## src/rtl/rf_pkg.sv

```systemverilog
// Shared types and constants for the register-file write side.
package rf_pkg;

  localparam int DATA_W = 32;
  localparam int ADDR_W = 5;

  localparam logic [ADDR_W-1:0] REG_ZERO = '0;

  typedef struct packed {
    logic              valid;
    logic              killed;
    logic [ADDR_W-1:0] rd;
    logic [DATA_W-1:0] data;
  } wb_entry_t;

endpackage

```

## src/rtl/wb_load_queue.sv

```systemverilog
// Circular load queue holding loads that lost write-port arbitration.
// Entries whose destination is overwritten by a younger ALU result are marked killed in place.
module wb_load_queue
  import rf_pkg::*;
#(
  parameter int  DEPTH = 2,
  localparam int PW    = $clog2(DEPTH),
  localparam int CW    = PW + 1
) (
  input  logic              clk,
  input  logic              reset,
  input  logic              i_push,
  input  logic [ADDR_W-1:0] i_push_rd,
  input  logic [DATA_W-1:0] i_push_data,
  input  logic              i_pop,
  input  logic              i_kill_en,
  input  logic [ADDR_W-1:0] i_kill_rd,
  output wb_entry_t         o_head,
  output logic [CW-1:0]     o_count
);

  wb_entry_t         r_entries [DEPTH];
  logic [PW-1:0]     r_wptr;
  logic [PW-1:0]     r_rptr;
  logic [CW-1:0]     r_count;

  assign o_head  = r_entries[r_rptr];
  assign o_count = r_count;

  always_ff @(posedge clk or posedge reset) begin
    if (reset) begin
      r_wptr  <= '0;
      r_rptr  <= '0;
      r_count <= '0;
      for (int i = 0; i < DEPTH; i++) begin
        r_entries[i] <= '0;
      end
    end else begin
      for (int i = 0; i < DEPTH; i++) begin
        if (i_kill_en && r_entries[i].valid && (r_entries[i].rd == i_kill_rd)) begin
          r_entries[i].killed <= 1'b1;
        end
      end
      if (i_pop) begin
        r_entries[r_rptr].valid <= 1'b0;
        r_rptr                  <= r_rptr + 1'b1;
      end
      // Push is never aimed at the slot being popped: pushes need a non-full queue.
      if (i_push) begin
        r_entries[r_wptr] <= '{valid: 1'b1, killed: 1'b0, rd: i_push_rd, data: i_push_data};
        r_wptr            <= r_wptr + 1'b1;
      end
      case ({i_push, i_pop})
        2'b10:   r_count <= r_count + 1'b1;
        2'b01:   r_count <= r_count - 1'b1;
        default: r_count <= r_count;
      endcase
    end
  end

endmodule

```

## src/rtl/reg_writeback_unit.sv

```systemverilog
// Register-file write-port driver: ALU results first, then queued loads, then bypassed loads.
// Optional WB_FORWARD_EN adds two combinational forwarding taps off the registered write port.
module reg_writeback_unit
  import rf_pkg::*;
#(
  parameter int  DATA_W   = rf_pkg::DATA_W,
  parameter int  ADDR_W   = rf_pkg::ADDR_W,
  parameter int  LQ_DEPTH = 2,
  localparam int CW       = $clog2(LQ_DEPTH) + 1
) (
  input  logic              clk,
  input  logic              reset,
  input  logic              alu_valid,
  input  logic [ADDR_W-1:0] alu_rd,
  input  logic [DATA_W-1:0] alu_data,
  input  logic              mem_valid,
  output logic              mem_ready,
  input  logic [ADDR_W-1:0] mem_rd,
  input  logic [DATA_W-1:0] mem_data,
`ifdef WB_FORWARD_EN
  input  logic [ADDR_W-1:0] fwd_rs_1,
  input  logic [ADDR_W-1:0] fwd_rs_2,
  output logic              fwd_hit_1,
  output logic              fwd_hit_2,
  output logic [DATA_W-1:0] fwd_data_1,
  output logic [DATA_W-1:0] fwd_data_2,
`endif
  output logic [ADDR_W-1:0] write_register,
  output logic [DATA_W-1:0] write_data,
  output logic              sig_reg_write,
  output logic [CW-1:0]     lq_count
);

  localparam logic [CW-1:0] LQ_FULL = CW'(LQ_DEPTH);

  wb_entry_t         w_head;
  logic [CW-1:0]     w_count;
  logic              w_alu_eff;
  logic              w_accept;
  logic              w_load_ok;
  logic              w_pop;
  logic              w_push;
  logic              w_sel_we;
  logic [ADDR_W-1:0] w_sel_rd;
  logic [DATA_W-1:0] w_sel_data;

  logic              r_we;
  logic [ADDR_W-1:0] r_rd;
  logic [DATA_W-1:0] r_data;

  assign mem_ready = !reset && (w_count < LQ_FULL);
  assign w_accept  = mem_valid && mem_ready;
  assign w_alu_eff = alu_valid && (alu_rd != REG_ZERO);
  // A load to the same rd as a concurrent ALU result is older and therefore dead.
  assign w_load_ok = w_accept && (mem_rd != REG_ZERO) && !(w_alu_eff && (mem_rd == alu_rd));

  always_comb begin
    w_sel_we   = 1'b0;
    w_sel_rd   = r_rd;
    w_sel_data = r_data;
    w_pop      = 1'b0;
    w_push     = w_load_ok;
    if (w_alu_eff) begin
      w_sel_we   = 1'b1;
      w_sel_rd   = alu_rd;
      w_sel_data = alu_data;
    end else if (w_head.valid) begin
      w_pop = 1'b1;
      if (!w_head.killed) begin
        w_sel_we   = 1'b1;
        w_sel_rd   = w_head.rd;
        w_sel_data = w_head.data;
      end
    end else if (w_load_ok) begin
      w_push     = 1'b0;
      w_sel_we   = 1'b1;
      w_sel_rd   = mem_rd;
      w_sel_data = mem_data;
    end
  end

  always_ff @(posedge clk or posedge reset) begin
    if (reset) begin
      r_we   <= 1'b0;
      r_rd   <= '0;
      r_data <= '0;
    end else begin
      r_we <= w_sel_we;
      if (w_sel_we) begin
        r_rd   <= w_sel_rd;
        r_data <= w_sel_data;
      end
    end
  end

  wb_load_queue #(
    .DEPTH(LQ_DEPTH)
  ) u_lq (
    .clk         (clk),
    .reset       (reset),
    .i_push      (w_push),
    .i_push_rd   (mem_rd),
    .i_push_data (mem_data),
    .i_pop       (w_pop),
    .i_kill_en   (w_alu_eff),
    .i_kill_rd   (alu_rd),
    .o_head      (w_head),
    .o_count     (w_count)
  );

  assign write_register = r_rd;
  assign write_data     = r_data;
  assign sig_reg_write  = r_we;
  assign lq_count       = w_count;

`ifdef WB_FORWARD_EN
  assign fwd_hit_1  = r_we && (r_rd == fwd_rs_1) && (fwd_rs_1 != REG_ZERO);
  assign fwd_hit_2  = r_we && (r_rd == fwd_rs_2) && (fwd_rs_2 != REG_ZERO);
  assign fwd_data_1 = fwd_hit_1 ? r_data : '0;
  assign fwd_data_2 = fwd_hit_2 ? r_data : '0;
`endif

endmodule

```

## config.mk

```make
export PLATFORM = sky130hd
export DESIGN_NAME = reg_writeback_unit
export DESIGN_NICKNAME = d
export VERILOG_FILES = /design/src/rtl/rf_pkg.sv /design/src/rtl/wb_load_queue.sv /design/src/rtl/reg_writeback_unit.sv
export SDC_FILE = /design/constraint.sdc
export NUM_CORES = 1
export LEC_CHECK = 0
export BUFFER_PORTS_ARGS = -buffer_cell sky130_fd_sc_hd__clkbuf_2
export CORE_MARGIN = 2
export CORE_UTILIZATION = 60
export CTS_CLUSTER_SIZE = 8
export DETAILED_ROUTE_END_ITERATION = 16
export PLACE_DENSITY = 0.86
export SLEW_MARGIN = 20
export SYNTH_ARGS = -nofsm -noshare
export SYNTH_HDL_FRONTEND = slang
export SYNTH_HIERARCHICAL = 1
export SYNTH_SLANG_ARGS = --single-unit
```

## constraint.sdc

```tcl
create_clock -name clk -period 6.6 [get_ports clk]
set_input_delay 0.33 -clock clk [delete_from_list [all_inputs] [get_ports clk]]
set_output_delay 0.33 -clock clk [all_outputs]
set_load 0.005 [all_outputs]
```

==> results.md, run 1 <==
- Core box area: between 0.009 and 0.01 mm²
- Fmax: 0.2630 GHz
- Largest net degree at the start of global routing: between 50 and 60
- Vias in the first global route: 4220
- Crit path DAT: 4.19 ns
- Core Rows: 36
- Status: completed
- Crit-path max FO: 42
- Sequential share of the synthesized area: 0.4927
- Flop-to-flop setup slack: 2.80 ns
- Synth top area cells: dfrtp_1 (49%), mux2_2 (36%), mux2_4 (4.7%)
- Final Setup Violations: 0
- Deepest clock path buffer count: 2
- Routability cong.: slightly above 0.8
- Element type at the critical path end: flip-flop
- Design area: between 0.007 and 0.008 mm²
- Htree depth: 4
- Clk_skew: 0.01184 ns
- R2r startpoint: u_lq/r_rptr
- DPL Wire Length: roughly 8000 µm
- Yosys warnings: 6
- Max-slew violations: 0
- Leak Pwr: approximately 0.0035 µW
- Sw Ratio: 0.2916
- Post-CTS Setup Bufs: 0
- Most used cell, CP: mux2_2
- Die Y: roughly 100 µm
- CP max stage delay: just over 1 ns
- CTS sink count: 120
- Die ar.: around 0.011 mm²
- Initial core utilization: 0.6207
- DRT antenna net count: 0
- Number of max-cap violations: 0
- Antenna cells: 0
- Total power: between 3000 and 4000 µW
- Capture point of the worst reg-to-reg path: u_lq/r_entries[34]
- Logic pwr share: 0.379
- Via count: roughly 3900
- IO Port Bufs: 118
- GRT Residual Overflow: 0
- Yosys top cell area share: 0.4927
- Crit-path slowest cell: dfrtp_2
- Worst rel slew slack: 0.2997
- HP Start: mem_data[19]
- NetSw: roughly 1100 µW
- Chip Width: 104.8 µm
- Area grow syn2layout: 21.93%
- P_int: around 2700 µW
- CP Launch Type: flip-flop
- Hold path endpoint: u_lq/r_entries[19]
- Mapped Cells: 428
- R2R cell count: 5
- Tcrit/Tclk final: 0.5762
- Setup_tns: 0 ns
- Initial antenna violation count: 0
- First-pass GRT wire length: about 21000 µm
- Drt via density: 5.633
- DRT iter0 DRCs: ~210
- Layout cells sized above 1: 0.6673
- Register share of total power: 0.363
- Dominant cell type by area after synthesis: dfrtp_1
- Worst min-delay path category: input port to flip-flop
- Dpl cell area: just under 0.007 mm²
- Unrepaired setup endpoints after global routing: no
- DRT Pass-1 Iters: 4
- I/O Pins: between 100 and 150
- Cts bufs inserted: 17
- Unique masters post-synth: 25
- CTS clk-pin slew, worst paths: approximately 0.06 ns
- Final #Nets: ~630
- Drt wl/cell: approximately 19 µm
- Worst-margin pin slew: approximately 1.1 ns
- Tmin final: between 3 and 4 ns
- WP data required: roughly 7 ns
- Worst-path cell chain: mux2_2 -> nor2_1 -> nor3_1 -> nand2_2 -> mux2_2
- Final WL: 13250 µm
- CTS tree: built
- Mapped Area: ~0.006 mm²
- Final Hold Vio Count: 0
- GRT Util Overall: 0.2459
- Crit Path Category: flip-flop to flip-flop
- Pwr/cell area: 510.6 mW/mm²
- Root Driver: clkbuf_8
- Worst vdd ir: between 0.2 and 0.3 mV
- Hold Crit Depth: 2
- Avg Inst Size Synth: between 10 and 15 µm²
- Yosys reg bits: between 100 and 150
- Mapped Nets: around 510
- Buf/Inv on CP: 0
- Clk pwr share: 0.257
- DRC: 0
- Cell family with most CP delay: simple AND/OR/NAND/NOR gates
- Worst-Skew Late Latency: about 0.52 ns
## routing by layer
metal,vias up,GRT usage,wire [µm]
met1,1922,0.3052,5566
met3,41,0.06176,775
met2,150,0.4151,6590
li1,1785,-,-
met4,0,0.09238,319
met5,-,0,0
## power groups by stage
| stage | clock (µW) | combinational (µW) | sequential (µW) |
|---|---|---|---|
| 2_1_floorplan | 0 | 1120 | 1280 |
| 3_3_place_gp | 0 | 1340 | 1340 |
| 3_5_place_dp | 0 | 1390 | 1370 |
| 4_1_cts | 986 | 1420 | 1370 |
| 5_1_grt | 1020 | 1550 | 1420 |
| 6_report | 976 | 1440 | 1380 |
## flip-flops by register name, indices dropped and copies added, names as in the netlist
name            count
u_lq/r_rptr         1
u_lq/o_count        2
write_register      5
write_data         32
sig_reg_write       1
u_lq/r_wptr         1
u_lq/r_entries     78
## synthesized netlist by cell type
cell        n
buf_2      13
mux2i_1     5
clkbuf_1    5
nor4_1      1
o21ai_0     8
mux2_4     19
o211ai_1    2
nand2b_1    2
buf_6       3
nor2_1      3
xnor2_1    15
o21ai_4     1
nor3_1      1
and2_1      1
buf_4       4
dfrtp_1   120
nand4_1     4
xor2_1      5
or4_1       1
ha_1        1
nand2_1    12
mux2_2    195
or4_4       1
nand3_1     1
inv_1       5
## cell type report
class	count	area [µm²]
fillers	630	2389
multi-input cells	278	2930
inverters	5	20.02
flip-flops and latches	120	3004
repair buffers	124	678.2
clock inverters	7	137.6
well taps	133	166.4
clock buffers	25	494.2
## per-stage QoR
stage	util	setup slack (ns)	std cells	hold WS [ns]
finish	0.7568	2.797	692	0.07164
global route	0.7568	2.537	692	0.06576
CTS	0.7511	2.414	690	0.06049
detailed placement	0.6858	2.464	657	0.3745
global placement	0.6858	2.535	657	0.3601
floorplan	-	4.119	428	0.4444
## cell families after synthesis
family	count (synthesis)	share of synthesized area
multiplexers	219	0.4153
flip-flops	120	0.4927
AND/OR/NAND/NOR	27	0.02217
AO/OA/AOI/OAI	11	0.01170
adder cells (fa/ha/maj)	1	0.002053
XOR/XNOR	20	0.02874
buffers and inverters	30	0.02730
## repair_timing
item                                    in CTS  in global routing
resized for setup                            0                  0
endpoints found under the hold margin       26                  0
hold buffers                                 1                  0
endpoints found under the setup margin       0                  0
## worst max-delay path by stage
stage | start | to | slack [ns] | cells past startpoint
2_1_floorplan | alu_rd[1] | u_lq/o_count[1] | 4.12 | 9
4_1_cts | u_lq/r_rptr | u_lq/r_entries[0] | 2.41 | 5
3_5_place_dp | alu_rd[1] | u_lq/r_entries[29] | 2.46 | 7
3_3_place_gp | u_lq/r_rptr | u_lq/r_entries[18] | 2.53 | 5
5_1_grt | u_lq/r_rptr | u_lq/r_entries[34] | 2.54 | 5
6_report | u_lq/r_rptr | u_lq/r_entries[34] | 2.80 | 5
## cell usage in the layout, fill, tap and decap left out, types with 4 or more instances in the layout
cell | netlist | layout
mux2_2 | 195 | 195
dfrtp_1 | 120 | 119
clkbuf_2 | 0 | 118
mux2_4 | 19 | 19
clkbuf_16 | 0 | 16
xnor2_1 | 15 | 15
nand2_1 | 12 | 11
o21ai_0 | 8 | 8
clkbuf_8 | 0 | 6
mux2i_1 | 5 | 5
xor2_1 | 5 | 5
bufinv_16 | 0 | 4
nand4_1 | 4 | 4
Power figures use the tool's default switching activity.
==> run 2, diff against run 1 <==
ABC_AREA = 1   (was default)
CORE_UTILIZATION = 56   (was 60)
PLACE_DENSITY = 0.8   (was 0.86)
clock period = 3.8 ns   (was 6.6 ns; I/O delays follow)
==> results.md, run 2 <==
- Final Setup Violations: 0 (unchanged)
- Cell family with most CP delay: buffers and inverters (was simple AND/OR/NAND/NOR gates)
- DRT iter0 DRCs: 606 (was 213)
- Yosys reg bits: 120 (unchanged)
- Unrepaired setup endpoints after global routing: no (unchanged)
- Clk_skew: 0.008798 ns (was 0.01184 ns)
- WP data required: 4.22 ns (was 6.99 ns)
- Sequential share of the synthesized area: 0.4777 (was 0.4927)
- Crit-path slowest cell: buf_4 (was dfrtp_2)
- M2 GR Usage: 0.4321 (was 0.4151)
- XOR/XNOR Fraction of Synth Area: 0.009753 (was 0.02874)
- IO Port Bufs: 118 (unchanged)
- Chip Width: 110.0 µm (was 104.8 µm)
- Crit-path max FO: 76 (was 42)
- Dominant cell type by area after synthesis: dfrtp_1 (unchanged)
- Total power: 6238 µW (was 3794 µW)
- CP max stage delay: 0.55 ns (was 1.03 ns)
- Routability cong.: 0.8893 (was 0.8288)
- Met1 global-route usage: 0.4048 (was 0.3052)
- Dpl cell area: 0.006845 mm² (was 0.006734 mm²)
- Final WL: 16380 µm (was 13250 µm)
- DRT antenna net count: 0 (unchanged)
- Met3 usage: 0.06461 (was 0.06176)
- Core box area: 0.01089 mm² (was 0.009819 mm²)
- Most instantiated library cell after synthesis: nand2_1 (was mux2_2)
- Vias in the first global route: 5597 (was 4220)
- Buf/Inv on CP: 2 (was 0)
- Deepest clock path buffer count: 2 (unchanged)
- Tcrit/Tclk final: 0.6069 (was 0.5762)
- Asr flop ratio synth: 1.000 (unchanged)
- Final core utilization: 0.7236 (was 0.7568)
- Die ar.: 0.01209 mm² (was 0.01098 mm²)
- Yosys warnings: 6 (unchanged)
- Initial core utilization: 0.5773 (was 0.6207)
- Avg Inst Size Synth: 6.992 µm² (was 14.24 µm²)
- Pwr/cell area: 791.8 mW/mm² (was 510.6 mW/mm²)
- Biggest register: u_lq/r_entries (unchanged)
- Layout cells sized above 1: 0.1633 (was 0.6673)
- Most used cell, CP: nor2_1 (was mux2_2)
- Fmax: 0.4336 GHz (was 0.2630 GHz)
- Antenna cells: 0 (unchanged)
- Number of max-cap violations: 0 (unchanged)
- Most frequent cells in the layout: nand2_1 (504), dfrtp_1 (119), clkbuf_2 (118), o21ai_0 (85), inv_1 (59) (was mux2_2 (195), dfrtp_1 (119), clkbuf_2 (118), mux2_4 (19), clkbuf_16 (16))
- Max reg flops: 78 (unchanged)
- Initial antenna violation count: 0 (unchanged)
- CTS sink count: 120 (unchanged)
- Design area: 0.007879 mm² (was 0.007431 mm²)
- Worst-path cell chain: mux2_2 -> nor2_1 -> nor2_1 -> inv_1 -> nor2_4 -> buf_4 -> nand2_1 -> o21ai_0 (was mux2_2 -> nor2_1 -> nor3_1 -> nand2_2 -> mux2_2)
- I/O Pins: 119 (unchanged)
- Crit path DAT: 2.73 ns (was 4.19 ns)
- Worst vdd ir: 0.3709 mV (was 0.2572 mV)
- Post-synthesis compound-gate area fraction: 0.07245 (was 0.01170)
- Synth top area cells: dfrtp_1 (48%), nand2_1 (30%), o21ai_0 (6.8%) (was dfrtp_1 (49%), mux2_2 (36%), mux2_4 (4.7%))
- Mapped Nets: 978 (was 507)
- CTS clk-pin slew, worst paths: 0.06 ns (about the same)
- Drt via density: 5.153 (was 5.633)
- Largest family of logic cells by synthesized area: simple AND/OR/NAND/NOR gates (was multiplexers)
- Fill cells: 840 (was 630)
- Element type at the critical path end: flip-flop (unchanged)
- Leak Pwr: 0.004364 µW (was 0.003453 µW)
- Setup_tns: 0 ns (unchanged)
- Cts bufs inserted: 17 (unchanged)
- Area grow syn2layout: 25.34% (was 21.93%)
- Mapped Cells: 899 (was 428)
- Worst-Skew Late Latency: 0.52 ns (about the same)
- DRC: 0 (unchanged)
- Via count: 6147 (was 3898)
- Htree depth: 4 (unchanged)
- Crit Path Category: flip-flop to flip-flop (unchanged)
- Die Y: 110.0 µm (was 104.8 µm)
- Top cells by count, synth: nand2_1 (504), dfrtp_1 (120), o21ai_0 (85) (was mux2_2 (195), dfrtp_1 (120), mux2_4 (19))
- Most crowded layer after global routing: met2 (unchanged)
- GRT Util Overall: 0.2835 (was 0.2459)
- DPL Wire Length: 10400 µm (was 7991 µm)
- Max-slew violations: 0 (unchanged)
- Post-synthesis mux area share: 0.001791 (was 0.4153)
- Mapped Area: 0.006286 mm² (was 0.006095 mm²)
- Core Rows: 38 (was 36)
- Most common cell after layout, fill and taps aside: nand2_1 (was mux2_2)
- Tmin final: 2.306 ns (was 3.803 ns)
- Largest net degree at the start of global routing: 80 (was 57)
- Yosys top cell area share: 0.4777 (was 0.4927)
- Root Driver: clkbuf_8 (unchanged)
- Unique masters post-synth: 25 (unchanged)
- Drt wl/cell: 13.73 µm (was 19.15 µm)
- DRT Pass-1 Iters: 5 (was 4)
- Final Hold Vio Count: 0 (unchanged)
- GRT Residual Overflow: 0 (unchanged)
- CTS tree: built (unchanged)
- Reg area: 0.003004 mm² (unchanged)
- Synth Flop Type: dfrtp_1 (unchanged)
- Resize count post-CTS: 0 (unchanged)
- Worst min-delay path category: input port to flip-flop (unchanged)
- EDFF count, synth: 0 (unchanged)
- Final #Nets: 1119 (was 625)
- Synth Area in Adders: 0.001990 (was 0.002053)
- CP Launch Type: flip-flop (unchanged)
- Status: completed (unchanged)
- Simple-gate area share of the yosys netlist: 0.3521 (was 0.02217)
- Multi-input logic area: 0.002754 mm² (was 0.002930 mm²)
- Worst-margin pin slew: 0.7442 ns (was 1.050 ns)
- First-pass GRT wire length: 26510 µm (was 20980 µm)
- Worst rel slew slack: 0.5032 (was 0.2997)
[run 2: logic make-up after synthesis]
| family | count (synthesis) |
|---|---|
| xor+xnor | 7 |
| mux | 1 |
| fa+ha+maj | 1 |
| flops | 120 |
| compound gates | 91 |
| simple gates | 565 |
| buf+inv | 114 |
[run 2: worst min-delay path, cell delays in order]
cell and delay, ns:
clkbuf_2 0.08, nand2_1 0.05, nand2_1 0.05, nand3_1 0.07
nand2_1 0.06
[run 2: path summary, 6_finish.rpt]
check                                from            endpoint  slack (ns)  cells past startpoint
hold reg to reg            write_data[23]      write_data[23]        0.47                      2
setup reg to reg              u_lq/r_rptr  u_lq/r_entries[61]        1.49                      8
max in group asynchronous           reset         u_lq/r_rptr        2.62                      4
min in group asynchronous           reset  u_lq/r_entries[39]        0.29                      3
setup / recovery              u_lq/r_rptr  u_lq/r_entries[61]        1.49                      8
hold / removal               alu_data[18]      write_data[18]        0.01                      5
[run 2: power by group]
group          leakage [µW]  switching (µW)  internal [µW]
sequential          0.00148             298           1890
clock              0.000282             608           1000
combinational       0.00260            1570            866
[run 2: final cells by class]
type	count	share of cell area
Clock inverter	14	0.02223
Inverter	63	0.03033
Tap cell	140	0.02223
Clock buffer	18	0.05304
Timing Repair Buffer	173	0.1413
Sequential cell	120	0.3813
Multi-Input combinational cell	665	0.3495
[run 2: what timing repair did]
action,4_1_cts,5_1_grt
setup endpoints to repair,0,0
setup buffers,0,0
hold buffers,44,0
hold endpoints to repair,140,0
[run 2: stage by stage]
| stage | hold WS, ns | worst slack [ns] | instances |
|---|---|---|---|
| after detailed placement | 0.2773 | 1.175 | 1117 |
| after global placement | 0.2798 | 1.318 | 1117 |
| after global routing | 0.02050 | 1.321 | 1193 |
| after floorplan | 0.2996 | 1.502 | 899 |
| after CTS | 0.003141 | 1.547 | 1193 |
| final | 0.01024 | 1.494 | 1193 |
[run 2: routing by layer]
metal	share of wire	routed length, µm
met1	0.44	7229
met2	0.46	7515
met3	0.082	1342
met4	0.018	296
met5	0	0
